`src/rtl/muldiv_pkg.sv`:
```
// muldiv_pkg: operation/state types and operation-decode helpers for muldiv_unit.
package muldiv_pkg;

  // Encoding matches funct3 of the RISC-V M extension.
  typedef enum logic [2:0] {
    MUL    = 3'd0,
    MULH   = 3'd1,
    MULHSU = 3'd2,
    MULHU  = 3'd3,
    DIV    = 3'd4,
    DIVU   = 3'd5,
    REM    = 3'd6,
    REMU   = 3'd7
  } op_t;

  typedef enum logic [1:0] {
    IDLE = 2'd0,
    BUSY = 2'd1,
    FIX  = 2'd2,
    DONE = 2'd3
  } state_t;

  function automatic logic is_div(input op_t op);
    return op inside {DIV, DIVU, REM, REMU};
  endfunction

  function automatic logic is_rem(input op_t op);
    return op inside {REM, REMU};
  endfunction

  function automatic logic is_signed_a(input op_t op);
    return op inside {MUL, MULH, MULHSU, DIV, REM};
  endfunction

  function automatic logic is_signed_b(input op_t op);
    return op inside {MUL, MULH, DIV, REM};
  endfunction

endpackage

```
`src/rtl/muldiv_step.sv`:
```
// muldiv_step: one combinational iteration on the shared {acc} register.
//   multiply: shift-add, multiplier bits consumed from acc[0], partial product grows from the top.
//   divide:   restoring subtract, dividend bits shifted out of the low half, quotient bits shifted in.
module muldiv_step #(
  parameter int WIDTH = 32
) (
  input  logic               is_div_i,
  input  logic [2*WIDTH-1:0] acc_i,
  input  logic [WIDTH-1:0]   opnd_i,
  output logic [2*WIDTH-1:0] acc_o
);

  logic [WIDTH:0] sum_s;
  logic [WIDTH:0] part_s;
  logic [WIDTH:0] diff_s;

  // One shift-add or restoring-subtract step selected by operation class.
  always_comb begin
    sum_s  = '0;
    part_s = '0;
    diff_s = '0;
    acc_o  = acc_i;
    if (is_div_i) begin
      // Partial remainder stays below the divisor, so WIDTH+1 bits hold the shifted value.
      part_s = {acc_i[2*WIDTH-1:WIDTH], acc_i[WIDTH-1]};
      diff_s = part_s - {1'b0, opnd_i};
      if (!diff_s[WIDTH]) begin
        acc_o = {diff_s[WIDTH-1:0], acc_i[WIDTH-2:0], 1'b1};
      end else begin
        acc_o = {part_s[WIDTH-1:0], acc_i[WIDTH-2:0], 1'b0};
      end
    end else begin
      sum_s = {1'b0, acc_i[2*WIDTH-1:WIDTH]} + (acc_i[0] ? {1'b0, opnd_i} : '0);
      acc_o = {sum_s, acc_i[WIDTH-1:1]};
    end
  end

endmodule

```
`src/rtl/muldiv_unit.sv`:
```
// muldiv_unit: iterative RV32M/RV64M multiply/divide with valid/ready request and
// response handshakes, tagged results and a flush that aborts the operation in flight.
module muldiv_unit
  import muldiv_pkg::*;
#(
  parameter int WIDTH     = 32,
  parameter int STEPS     = 1,
  parameter int TAG_WIDTH = 5
) (
  input  logic                 clock,
  input  logic                 reset,
  input  logic                 flush,
  input  logic                 req_valid,
  output logic                 req_ready,
  input  op_t                  req_op,
  input  logic [WIDTH-1:0]     req_a,
  input  logic [WIDTH-1:0]     req_b,
  input  logic [TAG_WIDTH-1:0] req_tag,
  output logic                 resp_valid,
  input  logic                 resp_ready,
  output logic [WIDTH-1:0]     resp_result,
  output logic [TAG_WIDTH-1:0] resp_tag
);

  localparam int N  = WIDTH / STEPS;
  localparam int CW = $clog2(N + 1);
  localparam logic [WIDTH-1:0] MIN_VAL = {1'b1, {(WIDTH-1){1'b0}}};

  state_t               state_q, state_d;
  op_t                  op_q, op_d;
  logic [TAG_WIDTH-1:0] tag_q, tag_d;
  logic [2*WIDTH-1:0]   acc_q, acc_d;
  logic [WIDTH-1:0]     opnd_q, opnd_d;
  logic                 neg_q, neg_d;
  logic [CW-1:0]        count_q, count_d;
  logic                 resp_valid_q, resp_valid_d;
  logic [WIDTH-1:0]     result_q, result_d;

  logic                 accept_s;
  logic                 neg_a_s, neg_b_s;
  logic [WIDTH-1:0]     mag_a_s, mag_b_s;
  logic                 div_zero_s, div_ovf_s, special_s;
  logic [WIDTH-1:0]     special_res_s;
  logic [2*WIDTH-1:0]   prod_s;
  logic [WIDTH-1:0]     hi_s, lo_s;
  logic                 is_div_q_s;
  logic [2*WIDTH-1:0]   chain_s [STEPS+1];

  assign req_ready = (state_q == IDLE) && !flush && reset;
  assign accept_s  = req_valid && req_ready;

  // Operands are iterated as magnitudes; the result sign is re-applied in FIX.
  assign neg_a_s = is_signed_a(req_op) && req_a[WIDTH-1];
  assign neg_b_s = is_signed_b(req_op) && req_b[WIDTH-1];
  assign mag_a_s = neg_a_s ? -req_a : req_a;
  assign mag_b_s = neg_b_s ? -req_b : req_b;

  // Divide-by-zero and signed overflow never enter the iteration.
  assign div_zero_s    = is_div(req_op) && (req_b == '0);
  assign div_ovf_s     = is_div(req_op) && is_signed_a(req_op) && (req_a == MIN_VAL) && (req_b == '1);
  assign special_s     = div_zero_s || div_ovf_s;
  assign special_res_s = div_zero_s ? (is_rem(req_op) ? req_a : '1)
                                    : (is_rem(req_op) ? '0 : MIN_VAL);

  assign is_div_q_s = is_div(op_q);
  assign chain_s[0] = acc_q;

  for (genvar g = 0; g < STEPS; g++) begin : g_step
    muldiv_step #(.WIDTH(WIDTH)) u_step (
      .is_div_i (is_div_q_s),
      .acc_i    (chain_s[g]),
      .opnd_i   (opnd_q),
      .acc_o    (chain_s[g+1])
    );
  end

  // Next-state and datapath update for IDLE -> BUSY -> FIX -> DONE, flush overrides all.
  always_comb begin
    state_d      = state_q;
    op_d         = op_q;
    tag_d        = tag_q;
    acc_d        = acc_q;
    opnd_d       = opnd_q;
    neg_d        = neg_q;
    count_d      = count_q;
    resp_valid_d = resp_valid_q;
    result_d     = result_q;
    // Products are negated across the full double width; quotient/remainder per half.
    prod_s = neg_q ? -acc_q : acc_q;
    hi_s   = neg_q ? -acc_q[2*WIDTH-1:WIDTH] : acc_q[2*WIDTH-1:WIDTH];
    lo_s   = neg_q ? -acc_q[WIDTH-1:0] : acc_q[WIDTH-1:0];
    case (state_q)
      IDLE: begin
        if (accept_s) begin
          op_d    = req_op;
          tag_d   = req_tag;
          acc_d   = {{WIDTH{1'b0}}, mag_a_s};
          opnd_d  = mag_b_s;
          neg_d   = is_rem(req_op) ? neg_a_s : (neg_a_s ^ neg_b_s);
          count_d = CW'(N);
          if (special_s) begin
            result_d     = special_res_s;
            resp_valid_d = 1'b1;
            state_d      = DONE;
          end else begin
            state_d = BUSY;
          end
        end else begin
          state_d = IDLE;
        end
      end
      BUSY: begin
        acc_d   = chain_s[STEPS];
        count_d = count_q - CW'(1);
        if (count_q == CW'(1)) begin
          state_d = FIX;
        end else begin
          state_d = BUSY;
        end
      end
      FIX: begin
        if (is_div_q_s) begin
          result_d = is_rem(op_q) ? hi_s : lo_s;
        end else begin
          result_d = (op_q == MUL) ? prod_s[WIDTH-1:0] : prod_s[2*WIDTH-1:WIDTH];
        end
        resp_valid_d = 1'b1;
        state_d      = DONE;
      end
      DONE: begin
        if (resp_ready) begin
          resp_valid_d = 1'b0;
          state_d      = IDLE;
        end else begin
          state_d = DONE;
        end
      end
      default: begin
        resp_valid_d = 1'b0;
        state_d      = IDLE;
      end
    endcase
    if (flush) begin
      resp_valid_d = 1'b0;
      state_d      = IDLE;
    end else begin
      resp_valid_d = resp_valid_d;
    end
  end

  // State and datapath registers with synchronous active-low reset.
  always_ff @(posedge clock) begin
    if (!reset) begin
      state_q      <= IDLE;
      op_q         <= MUL;
      tag_q        <= '0;
      acc_q        <= '0;
      opnd_q       <= '0;
      neg_q        <= 1'b0;
      count_q      <= '0;
      resp_valid_q <= 1'b0;
      result_q     <= '0;
    end else begin
      state_q      <= state_d;
      op_q         <= op_d;
      tag_q        <= tag_d;
      acc_q        <= acc_d;
      opnd_q       <= opnd_d;
      neg_q        <= neg_d;
      count_q      <= count_d;
      resp_valid_q <= resp_valid_d;
      result_q     <= result_d;
    end
  end

  assign resp_valid  = resp_valid_q;
  assign resp_result = result_q;
  assign resp_tag    = tag_q;

endmodule

```
`config.mk`:
```
export PLATFORM = sky130hd
export DESIGN_NAME = muldiv_unit
export DESIGN_NICKNAME = d
export VERILOG_FILES = /design/src/rtl/muldiv_pkg.sv /design/src/rtl/muldiv_step.sv /design/src/rtl/muldiv_unit.sv
export SDC_FILE = /design/constraint.sdc
export NUM_CORES = 1
export LEC_CHECK = 0
export CORE_MARGIN = 4
export CORE_UTILIZATION = 42
export CTS_CLUSTER_SIZE = 25
export DETAILED_ROUTE_END_ITERATION = 6
export MAX_ROUTING_LAYER = met4
export PLACE_DENSITY = 0.7
export SLEW_MARGIN = 20
export SYNTH_ARGS = -nofsm -noshare
export SYNTH_HDL_FRONTEND = slang
export SYNTH_SLANG_ARGS = --single-unit
```
`constraint.sdc`:
```
create_clock -name clock -period 4.7 [get_ports clock]
set_input_delay 0.47 -clock clock [delete_from_list [all_inputs] [get_ports clock]]
set_output_delay 0.47 -clock clock [all_outputs]
set_load 0.01 [all_outputs]
```
==> results of run 1 <==
cell families after synthesis:
kind of cell | Yosys count
xor+xnor | 167
compound gates | 658
simple gates | 593
mux | 54
fa+ha+maj | 73
buf+inv | 205
flops | 146
stage by stage:
stage	setup WS [ns]	hold WS, ns
5_1_grt	0.458	0.482
2_1_floorplan	1.12	0.432
4_1_cts	0.803	0.456
3_5_place_dp	0.687	0.449
3_3_place_gp	0.771	0.441
cell usage after synthesis (all sizes together), types with 4 or more instances:
| cell | instances |
|---|---|
| a2111oi | 5 |
| a211o | 5 |
| a211oi | 96 |
| a21boi | 4 |
| a21o | 26 |
| a21oi | 139 |
| a221o | 5 |
| a22o | 4 |
| a22oi | 13 |
| a311oi | 8 |
| a31oi | 42 |
| and2 | 10 |
| and3 | 10 |
| and4 | 4 |
| buf | 17 |
| clkbuf | 121 |
| dfxtp | 146 |
| ha | 71 |
| inv | 67 |
| mux2i | 50 |
| nand2 | 169 |
| nand2b | 16 |
| nand3 | 32 |
| nand4 | 23 |
| nor2 | 187 |
| nor2b | 18 |
| nor3 | 31 |
| nor4 | 19 |
| o2111ai | 4 |
| o211a | 4 |
| o211ai | 32 |
| o21a | 13 |
| o21ai | 154 |
| o221ai | 11 |
| o22ai | 15 |
| o311ai | 4 |
| o31ai | 32 |
| o41ai | 19 |
| or2 | 13 |
| or3 | 22 |
| or4 | 29 |
| xnor2 | 96 |
| xor2 | 71 |
routing by layer:
layer,GRT usage
met1,0.358
met2,0.464
met3,0.0402
met4,0.0982
met5,-
==> out/metrics.yaml, run 1 <==
status: "stopped before the end"
lastStage: "detailed routing (5_2_route)"
firstError: "[ERROR DRT-0255] Maze Route cannot find path of net clock in worker of routeBox ( 144900 0 ) ( 189210 48300 )."
dp_cells: 2349
grt_pass1_wl_mm: 79.1
rows: 66
synthCells: 1896
ys_async_sr_fraction: 0
grt_pass1_vias: 14100
synth_ff_type: "dfxtp_1"
synthMuxAreaShare: 0.0412
numCtsBuffers: 17
die_w_um: 189
yosysTopAreaCell: "dfxtp_1"
io_pins: 116
synth-xor-area-share: 0.106
hold_buffers: 0
synth_top_family_by_area: "compound AO/OA/AOI/OAI gates"
yosys.area.top_type_share: 0.212
ys_types: 79
netlist_area_um2: 13800
synth_simple_gate_area_share: 0.205
synth-seq-cells: 146
io_buffers: 115
grt-ovfl-total: 0
yosysSeqAreaShare: 0.212
antenna_found_initial: 0
synth_fp_nets: 2046
synth_compound_area_frac: 0.311
dpl.hpwl_mm: 38.5
dieHeight_um: 189
ctsResizeCount: 0
place_congestion: 0.997
clk_path_buf_depth: 2
cts_setup_buffers: 0
yosysWarningCount: 0
ctsHtreeMaxLevel: 4
root_buffer: "clkbuf_16"
synthAdderAreaFrac: 0.0673
grt_util_all_layers: 0.282
synth_area_leaders: "dfxtp_1 (21%), ha_1 (6.4%), xnor2_1 (6.1%)"
start_util: 0.425
placed_cell_area_um2: 15300
cts.sinks: 146
synth_edf_count: 0
synth.avg_cell_area_um2: 7.27
grt_max_degree: 71
==> run 2: changes to the inputs <==
--- a/config.mk
+++ b/config.mk
@@ -6,11 +6,9 @@
 export NUM_CORES = 1
 export LEC_CHECK = 0
 export CORE_MARGIN = 4
-export CORE_UTILIZATION = 42
-export CTS_CLUSTER_SIZE = 25
+export CORE_UTILIZATION = 27
 export DETAILED_ROUTE_END_ITERATION = 6
-export MAX_ROUTING_LAYER = met4
-export PLACE_DENSITY = 0.7
+export PLACE_DENSITY_LB_ADDON = 0.15
 export SLEW_MARGIN = 20
 export SYNTH_ARGS = -nofsm -noshare
 export SYNTH_HDL_FRONTEND = slang
==> run 2 against run 1 <==
Effect of this change: the flow now finishes without violations; synthesized area did not move; global-route usage fell by 7.6 points; synthesized cell count did not move.
==> out/metrics.yaml, run 2 <==
start_kind: "register"
drcViolationCount: 0
synth-seq-cells: 146  # unchanged
yosysWarningCount: 0  # unchanged
yosysTopAreaCell: "dfxtp_1"
grt_util_all_layers: 0.206  # -0.0759
cts_setup_buffers: 0  # unchanged
path_buf_inv: 2
final_common_cell: "nor2_1"
hold_buffers: 0  # unchanged
io_buffers: 115  # unchanged
ctsHtreeMaxLevel: 4  # unchanged
wl_per_cell_um: 21.8
design_area_um2: 16300
coreArea_um2: 50400
io_pins: 116  # unchanged
grt_pass1_vias: 14100  # -0.043%
slew_headroom: 0.328
ir_drop_mv: 0.239
die_w_um: 234  # +24%
leakage_nw: 5.73
clock_latency_ns: 0.47
ys_types: 79  # unchanged
power_per_cell_area_nw_per_um2: 240
die_area_um2: 54800
ys_async_sr_fraction: 0  # unchanged
clk_path_buf_depth: 2  # unchanged
max_freq_mhz: 244
dpl.hpwl_mm: 44.6  # +16%
netlist_area_um2: 13800  # unchanged
path_clk_slew_ns: 0.07
cp.required_ns: 5.05
grt_pass1_wl_mm: 87.3  # +10%
hold_path_class: "reg2reg"
finalMaxSlewViolations: 0
min_period_ns: 4.11
path_delay_family: "compound AO/OA/AOI/OAI gates"
cp_max_fo: 38
vias: 14600
regMostFlops: "acc_q"
start_util: 0.274  # -0.151
grt_setup_unrepaired: "false"
reg2reg_depth: 12
tritoncts: "built"
finalHoldViolCount: 0
tightestPinTransition_ns: 1.01
synthCells: 1896  # unchanged
synth_edf_count: 0  # unchanged
synth-xor-area-share: 0.106  # unchanged
place_congestion: 0.893  # -10%
drtIter0Drc: 1083
ctsResizeCount: 0  # unchanged
max_cap_viol_count: 0
drive_above_1_share: 0.0570
synth_ff_type: "dfxtp_1"
ant_nets: 0
yosysSeqAreaShare: 0.212  # unchanged
synth.avg_cell_area_um2: 7.27  # unchanged
synth_area_leaders: "dfxtp_1 (21%), ha_1 (6.4%), xnor2_1 (6.1%)"
synth_fp_nets: 2046  # unchanged
cp_cell_sequence: "inv_1, fa_1, nor2b_1, o211ai_1, a31oi_1, a31oi_1, o21bai_1, xor2_4, buf_12, mux2i_1, mux2i_1, a22o_1"
power_mw: 3.91
grt-ovfl-total: 0  # unchanged
cts.sinks: 146  # unchanged
synth_common_cells: "nor2_1 (186), nand2_1 (169), dfxtp_1 (146)"
first_pass_iters: 6
dieHeight_um: 234  # +24%
grt_max_degree: 72  # +1.4%
synth_top_family_by_area: "compound AO/OA/AOI/OAI gates"
finClkSkew_ns: 0.0160
crit_arrival_ns: 4.46
synthAdderAreaFrac: 0.0673  # unchanged
antenna_found_initial: 0  # unchanged
syn2layout_area_growth_pct: 18.0
synth_simple_gate_area_share: 0.205  # unchanged
wl_mm: 57.2
end_kind: "register"
setup_viol_count_final: 0
nFillCells: 5526
fin_nets: 2086
critical_path.max_stage_delay_ns: 0.54
diodes: 0
final_cell_mix: "nor2_1 (186), nand2_1 (168), o21ai_0 (145)"
rows: 82  # +24%
fin_crit_sh: 0.874
yosysMostFrequentCell: "nor2_1"
yosys.area.top_type_share: 0.212  # unchanged
root_buffer: "clkbuf_16"
critPathSlowestCell: "dfxtp_1"
cp_num_cells: 12
hold_depth: 2
numCtsBuffers: 17  # unchanged
synth_compound_area_frac: 0.311  # unchanged
worstSetupPathType: "reg2reg"
largest_reg_flops: 64
status: "completed"
whs_ns: 0.456
vias_per_cell: 5.57
finalSetupTns_ns: 0
synthMuxAreaShare: 0.0412  # unchanged
placed_cell_area_um2: 15700  # +2.5%
run 2: path summary, 6_finish.rpt:
| kind | from | slack (ns) | end |
|---|---|---|---|
| worst min register to register | resp_tag[2] | 0.46 | resp_tag[2] |
| worst max register to register | acc_q[32] | 0.59 | acc_q[45] |
| worst min-delay path | resp_tag[2] | 0.46 | resp_tag[2] |
| worst max-delay path | acc_q[32] | 0.59 | acc_q[45] |
run 2: layout make-up:
class                   count  area [µm²]  area share
clock buffers              22         484      0.0298
clock inverters            10         130     0.00800
inverters                  67         253      0.0155
multi-input cells        1545       10100       0.622
flip-flops and latches    146        2930       0.180
well taps                 672         841      0.0517
repair buffers            159        1510      0.0926
run 2: kinds of logic after synthesis:
| kind of cell | after synthesis |
|---|---|
| XOR/XNOR | 167 |
| AND/OR/NAND/NOR | 593 |
| multiplexers | 54 |
| buffers and inverters | 205 |
| flip-flops | 146 |
| AO/OA/AOI/OAI | 658 |
| adder cells (fa/ha/maj) | 73 |
run 2: report_power, final:
| part | total, mW | switching, mW | internal, mW | leakage, nW |
|---|---|---|---|---|
| Combinational | 1.06 | 0.639 | 0.424 | 4.24 |
| Sequential | 1.37 | 0.0829 | 1.28 | 1.19 |
| Clock | 1.48 | 0.593 | 0.886 | 0.302 |
| Total | 3.91 | 1.31 | 2.59 | 5.73 |
run 2: worst reg2reg max path, cell delays in order (launching register included):
cell      delay, ns
dfxtp_1        0.54
inv_1          0.23
fa_1           0.49
nor2b_1        0.16
o211ai_1       0.14
a31oi_1        0.48
a31oi_1        0.30
o21bai_1       0.40
xor2_4         0.37
buf_12         0.29
mux2i_1        0.26
mux2i_1        0.12
a22o_1         0.21
run 2: stage by stage:
step / utilization / setup WS [ns] / instances
final: 0.323 / 0.593 / 2621
after global routing: 0.323 / 0.341 / 2621
after CTS: 0.323 / 0.596 / 2621
after detailed placement: 0.311 / 0.563 / 2589
after global placement: 0.311 / 0.587 / 2589
after floorplan: - / 1.12 / 1896
run 2: routing by layer:
metal,track usage,vias up,wire [µm],share of wire
met3,0.0332,87,2520,0.044
met1,0.274,7011,26200,0.46
li1,-,7106,-,-
met5,0,-,0,0
met2,0.337,389,26600,0.46
met4,0.0776,0,1950,0.034
No activity file was read; power rests on OpenSTA's default activity.
